## src/rtl/game_pkg.sv

```systemverilog
// Shared game constants and state codes.
// Used by the game-state FSM, the bird physics engine and the renderer.
//   - STATE_W / game_state_t : 3-bit game state encoding (WAIT, PLAY, DEAD)
//   - SCREEN_H, Y_W, VY_W    : screen geometry and pixel/velocity widths
package game_pkg;

    localparam int STATE_W  = 3;
    localparam int SCREEN_H = 480;
    localparam int Y_W      = 10;
    localparam int VY_W     = 6;

    // Codes 3..7 are not named; consumers treat them as WAIT.
    typedef enum logic [STATE_W-1:0] {
        ST_WAIT = 3'd0,
        ST_PLAY = 3'd1,
        ST_DEAD = 3'd2
    } game_state_t;

endpackage

```

## src/rtl/vel_step.sv

```systemverilog
// Combinational per-frame velocity update for the bird.
// Ports:
//   vy     in  current signed velocity (positive = downward)
//   flap   in  load the flap impulse instead of applying gravity
//   vy_new out next signed velocity, saturated at VMAX
module vel_step #(
    parameter int VY_W     = 6,
    parameter int GRAVITY  = 1,
    parameter int JUMP_VEL = -10,
    parameter int VMAX     = 12
) (
    input  logic signed [VY_W-1:0] vy,
    input  logic                   flap,
    output logic signed [VY_W-1:0] vy_new
);

    localparam logic signed [VY_W:0]   VMAX_W = (VY_W+1)'(VMAX);
    localparam logic signed [VY_W:0]   GRAV_W = (VY_W+1)'(GRAVITY);
    localparam logic signed [VY_W-1:0] VMAX_N = VY_W'(VMAX);
    localparam logic signed [VY_W-1:0] JUMP_N = VY_W'(JUMP_VEL);

    // One extra bit so vy+GRAVITY cannot wrap before the clamp.
    logic signed [VY_W:0] inc;

    always_comb begin
        inc = $signed({vy[VY_W-1], vy}) + GRAV_W;
        if (flap) begin
            vy_new = JUMP_N;
        end else if (inc > VMAX_W) begin
            vy_new = VMAX_N;
        end else begin
            vy_new = inc[VY_W-1:0];
        end
    end

endmodule

```

## src/rtl/bird_physics.sv

```systemverilog
// Vertical motion engine for the bird sprite.
// Integrates gravity and flap impulses once per video frame and clamps the
// bird between the ceiling (row 0) and the floor (SCREEN_H-BIRD_H).
// Ports:
//   clk        in  system clock
//   rst        in  synchronous active-high reset
//   frame_tick in  one-cycle pulse per video frame
//   jump       in  one-cycle debounced flap pulse
//   game_state in  WAIT=0, PLAY=1, DEAD=2 (3..7 treated as WAIT)
//   bird_y     out top row of sprite, unsigned
//   bird_vy    out signed velocity, positive = downward
//   hit_bound  out floor reached; sticky until state returns to WAIT
module bird_physics
    import game_pkg::*;
#(
    parameter int Y_W      = game_pkg::Y_W,
    parameter int VY_W     = game_pkg::VY_W,
    parameter int SCREEN_H = game_pkg::SCREEN_H,
    parameter int BIRD_H   = 24,
    parameter int Y_START  = 228,
    parameter int GRAVITY  = 1,
    parameter int JUMP_VEL = -10,
    parameter int VMAX     = 12
) (
    input  logic                   clk,
    input  logic                   rst,
    input  logic                   frame_tick,
    input  logic                   jump,
    input  logic [STATE_W-1:0]     game_state,
    output logic [Y_W-1:0]         bird_y,
    output logic signed [VY_W-1:0] bird_vy,
    output logic                   hit_bound
);

    localparam int YS_W = Y_W + 2;
    localparam logic [Y_W-1:0]         Y_START_V = Y_W'(Y_START);
    localparam logic [Y_W-1:0]         FLOOR_V   = Y_W'(SCREEN_H - BIRD_H);
    localparam logic signed [YS_W-1:0] FLOOR_S   = YS_W'(SCREEN_H - BIRD_H);

    logic [Y_W-1:0]         y_reg, y_next;
    logic signed [VY_W-1:0] vy_reg, vy_next;
    logic                   hit_reg, hit_next;
    logic                   pend_reg, pend_next;

    game_state_t            st;
    logic                   flap;
    logic signed [VY_W-1:0] vy_new;
    logic signed [YS_W-1:0] y_sum;

    // Unknown codes collapse to WAIT.
    always_comb begin
        case (game_state)
            3'd1:    st = ST_PLAY;
            3'd2:    st = ST_DEAD;
            default: st = ST_WAIT;
        endcase
    end

    // A flap only steers the bird while playing; in DEAD it just falls.
    assign flap = (st == ST_PLAY) && (pend_reg || jump);

    vel_step #(
        .VY_W     (VY_W),
        .GRAVITY  (GRAVITY),
        .JUMP_VEL (JUMP_VEL),
        .VMAX     (VMAX)
    ) u_vel_step (
        .vy     (vy_reg),
        .flap   (flap),
        .vy_new (vy_new)
    );

    // Two guard bits: one for the sign, one so y+vy cannot wrap.
    assign y_sum = $signed({2'b00, y_reg}) +
                   $signed({{(YS_W-VY_W){vy_new[VY_W-1]}}, vy_new});

    always_comb begin
        y_next    = y_reg;
        vy_next   = vy_reg;
        hit_next  = hit_reg;
        pend_next = pend_reg;

        case (st)
            ST_PLAY, ST_DEAD: begin
                if (st == ST_DEAD) begin
                    pend_next = 1'b0;
                end else if (frame_tick) begin
                    pend_next = 1'b0;          // consumed by this frame
                end else begin
                    pend_next = pend_reg | jump;
                end

                if (frame_tick) begin
                    if (y_sum < 0) begin
                        // Ceiling stops the bird but is not fatal.
                        y_next  = '0;
                        vy_next = '0;
                    end else if (y_sum >= FLOOR_S) begin
                        y_next   = FLOOR_V;
                        vy_next  = '0;
                        hit_next = 1'b1;
                    end else begin
                        y_next  = y_sum[Y_W-1:0];
                        vy_next = vy_new;
                    end
                end
            end
            default: begin
                // WAIT parks the bird; a jump here arms the first PLAY frame.
                y_next    = Y_START_V;
                vy_next   = '0;
                hit_next  = 1'b0;
                pend_next = pend_reg | jump;
            end
        endcase
    end

    always_ff @(posedge clk) begin
        if (rst) begin
            y_reg    <= Y_START_V;
            vy_reg   <= '0;
            hit_reg  <= 1'b0;
            pend_reg <= 1'b0;
        end else begin
            y_reg    <= y_next;
            vy_reg   <= vy_next;
            hit_reg  <= hit_next;
            pend_reg <= pend_next;
        end
    end

    assign bird_y    = y_reg;
    assign bird_vy   = vy_reg;
    assign hit_bound = hit_reg;

endmodule
```

## config.mk

```make
export PLATFORM = sky130hd
export DESIGN_NAME = bird_physics
export DESIGN_NICKNAME = d
export VERILOG_FILES = /design/src/rtl/game_pkg.sv /design/src/rtl/vel_step.sv /design/src/rtl/bird_physics.sv
export SDC_FILE = /design/constraint.sdc
export NUM_CORES = 1
export LEC_CHECK = 0
export CAP_MARGIN = 20
export CORE_UTILIZATION = 55
export DETAILED_ROUTE_END_ITERATION = 10
export PLACE_DENSITY = 0.83
export SKIP_CTS_REPAIR_TIMING = 1
export SLEW_MARGIN = 30
export SYNTH_ARGS = -nofsm -noshare
export SYNTH_HDL_FRONTEND = slang
export SYNTH_HIERARCHICAL = 1
export SYNTH_SLANG_ARGS = --single-unit
```

## constraint.sdc

```tcl
create_clock -name clk -period 6 [get_ports clk]
set_input_delay 0.9 -clock clk [delete_from_list [all_inputs] [get_ports clk]]
set_output_delay 0.9 -clock clk [all_outputs]
set_load 0.005 [all_outputs]
```

==> metrics.md <==
| Metric | Value |
|---|---|
| Power, Total | `between 0.2 and 0.3 mW` |
| Initial antenna violation count | `0` |
| Fraction of layout cells with a size suffix above 1 | `a little over a tenth` |
| DRC viols | `1` |
| GRT overflow | `0` |
| Pwr dens | `between 100 and 150 mW/mm2` |
| CP bufs+invs | `2` |
| Setup CP Type | `in -> reg` |
| Slew Viols, Final | `0` |
| Final worst slack | `1.06 ns` |
| Ant diodes | `0` |
| Status | `finished with violations` |
| Crit-path leading delay family | `compound AO/OA/AOI/OAI gates` |
| DR pass1 iterations | `7` |
| CTS tree | `yes` |
| Max Clock Freq | `0.203 GHz` |
| WL/cell | `15.6 um` |
| Async SR Flop Fraction | `0%` |
| Max incr delay on CP | `about 0.47 ns` |
| Startpoint Class | `primary input` |
| Seq/Total Area, Yosys | `21.2%` |
| Final setup vio count | `0` |
| Vias per cell | `6.30` |
| Pre-CTS WS | `0.805 ns` |
| Total Routing Usage GR | `a little over a quarter` |
| Nets | `between 200 and 300` |
| Number of hold violations in the final report | `0` |
| Yosys reg bits | `18` |
| Mapped Cells | `209` |
| Post-synth top area share | `between 20% and 30%` |
| Violated checks | `design-rule violations` |
| Post-route clock period utilization | `82.3%` |
| Ys flop type | `dfxtp_1` |
| Antenna-violating nets left | `0` |
| Worst hold path type | `reg -> reg` |
| Distinct cells, synth | `60` |
| # rows | `19` |
| Worst setup EP type | `flop` |
| Die width | `around 58 um` |
| Chip Height | `57.5 um` |
| Root Buffer | `clkbuf_4` |
| Setup TNS | `0 ns` |
| H-tree depth | `1` |
| Yosys top cell by area | `dfxtp_1` |
| Most frequent cells in the layout | `nand2_1, clkdlybuf4s50_1, nor2_1, dfxtp_1, ha_1` |
| CTS max path bufs | `2` |
| Yosys warnings | `6` |
| RSZ-0062 raised after global routing | `false` |
| Largest register FFs | `10` |
| CP arrival | `around 5.1 ns` |
| GP Congestion | `about 1` |
| Layout Cells excl Fill | `260` |
| Inserted Clock Buffers | `3` |
| Worst Tran Pin Value | `around 0.93 ns` |
| Initial Utilization | `between 50% and 60%` |
| Routed wire length | `4050 um` |
| Clock latency on the worst-skew pair | `around 0.30 ns` |
| Top cells by area, synth | `dfxtp_1, ha_1, nand2_1` |
| Synthesized Nets | `~230` |
| Commonest non-fill, non-tap cell in the layout | `nand2_1` |
| Leakage power | `0.769 nW` |
| Max cap viols | `0` |
| Synthesized area | `0.00170 mm2` |
| Worst Skew | `just under 0.009 ns` |
| Worst path cell trace | `clkdlybuf4s50_1, or3b_2, ha_1, nor2b_1, nor2_1, o41ai_1, o31ai_1, ha_1, inv_1, fa_1, nand2b_1, a21oi_1, xor2_1, a211o_1, a21oi_4, nor2_1, o41a_1` |
| Largest net degree at the start of global routing | `16` |
| # IOs | `24` |
| Slew Limit Headroom | `38.0%` |
| Post-synth EDFFs | `0` |
| CP max-delay cell | `clkdlybuf4s50_1` |
| Syn_area_per_cell | `just over 8 um2` |
| First-pass GRT wire length | `6900 um` |
| Die area | `0.00331 mm2` |
| Vias in the first global route | `about 1.5k` |
| Port Buffers | `23` |
| Hpwl dp | `3230 um` |
| Peak VDD IR | `between 0.09 and 0.1 mV` |
| Vias | `around 1.6k` |
| P&R area growth vs syn | `15.9%` |
| Max FO, Critical Path | `6` |
| Core area | `0.00283 mm2` |
| CTS clk-pin slew, worst paths | `~0.10 ns` |
| DP Cell Count | `approximately 260` |
| Clock Sinks | `18` |
| Minimum clock period | `roughly 4.9 ns` |
| CP required | `slightly above 6 ns` |
| Initial DRC Count | `98` |
| Fin Hold WS | `0.468 ns` |
[cell usage after synthesis, types with 3 or more instances]
cell	instances
a211o_1	3
a21boi_0	4
a21o_1	4
a21oi_1	8
buf_2	5
dfxtp_1	18
ha_1	15
inv_1	11
nand2_1	28
nand3_1	6
nor2_1	18
nor2b_1	3
nor3_1	3
o211ai_1	4
o21ai_0	11
o21ai_1	3
o21bai_1	3
o31ai_1	3
or2_2	3
xnor2_1	4
xor2_1	5
[report_power, final]
| group | switching [mW] | leakage [nW] | internal, mW | total [mW] |
|---|---|---|---|---|
| clock | 0.0396 | 0.0210 | 0.0370 | 0.0766 |
| sequential | 0.00244 | 0.146 | 0.122 | 0.124 |
| combinational | 0.0398 | 0.602 | 0.0273 | 0.0671 |
| total | 0.0818 | 0.769 | 0.186 | 0.268 |
[worst reg2reg max path, stage by stage, from the launching register on]
cell      delay [ns]
dfxtp_1         0.52
ha_1            0.39
nand4_2         0.20
o31a_1          0.38
o31ai_1         0.37
ha_1            0.29
inv_1           0.08
fa_1            0.41
nand2b_1        0.20
a21oi_1         0.23
xor2_1          0.12
a211o_1         0.34
a21oi_4         0.16
nor2_1          0.11
o41a_1          0.40
[metal layers]
| metal | wire (um) | vias up | global-route usage (%) | part of all wire [%] |
|---|---|---|---|---|
| met4 | 24 | 0 | 6.97 | 0.59 |
| met3 | 252 | 4 | 5.22 | 6.2 |
| met1 | 1830 | 764 | 34.3 | 45 |
| met5 | 0 | - | 0 | 0 |
| met2 | 1940 | 56 | 46.2 | 48 |
| li1 | - | 814 | - | - |
[cell families after synthesis]
group	count (synthesis)	share of synthesized area [%]
adders and majority gates	16	12.2
and+or+nand+nor	76	21.9
buffers and inverters	18	4.79
xor gates and xnor gates	9	4.65
DFF	18	21.2
AOI/OAI and AO/OA	71	34.4
muxes	1	0.811
[path summary, 6_finish.rpt]
check,from,to,slack [ns],cells past startpoint
max,game_state[1],bird_y[3],1.06,17
min,bird_y[8],bird_y[8],0.47,2
max reg2reg,bird_vy[0],bird_y[3],1.67,14
min reg2reg,bird_y[8],bird_y[8],0.47,2
[through the flow]
stage	instance area, um2	utilization [%]
after floorplan	1700	-
after global placement	1930	68.1
after detailed placement	1930	68.2
after CTS	1970	69.5
after global routing	1970	69.5
final	1970	69.5
[layout make-up]
type,instances,area [um2]
fill,243,862
sequential,18,360
multi-input combinational,173,1260
tap,31,38.8
timing repair buffer,23,230
inverter,11,41.3
clock buffer,4,36.3
Power figures use the tool's default switching activity.
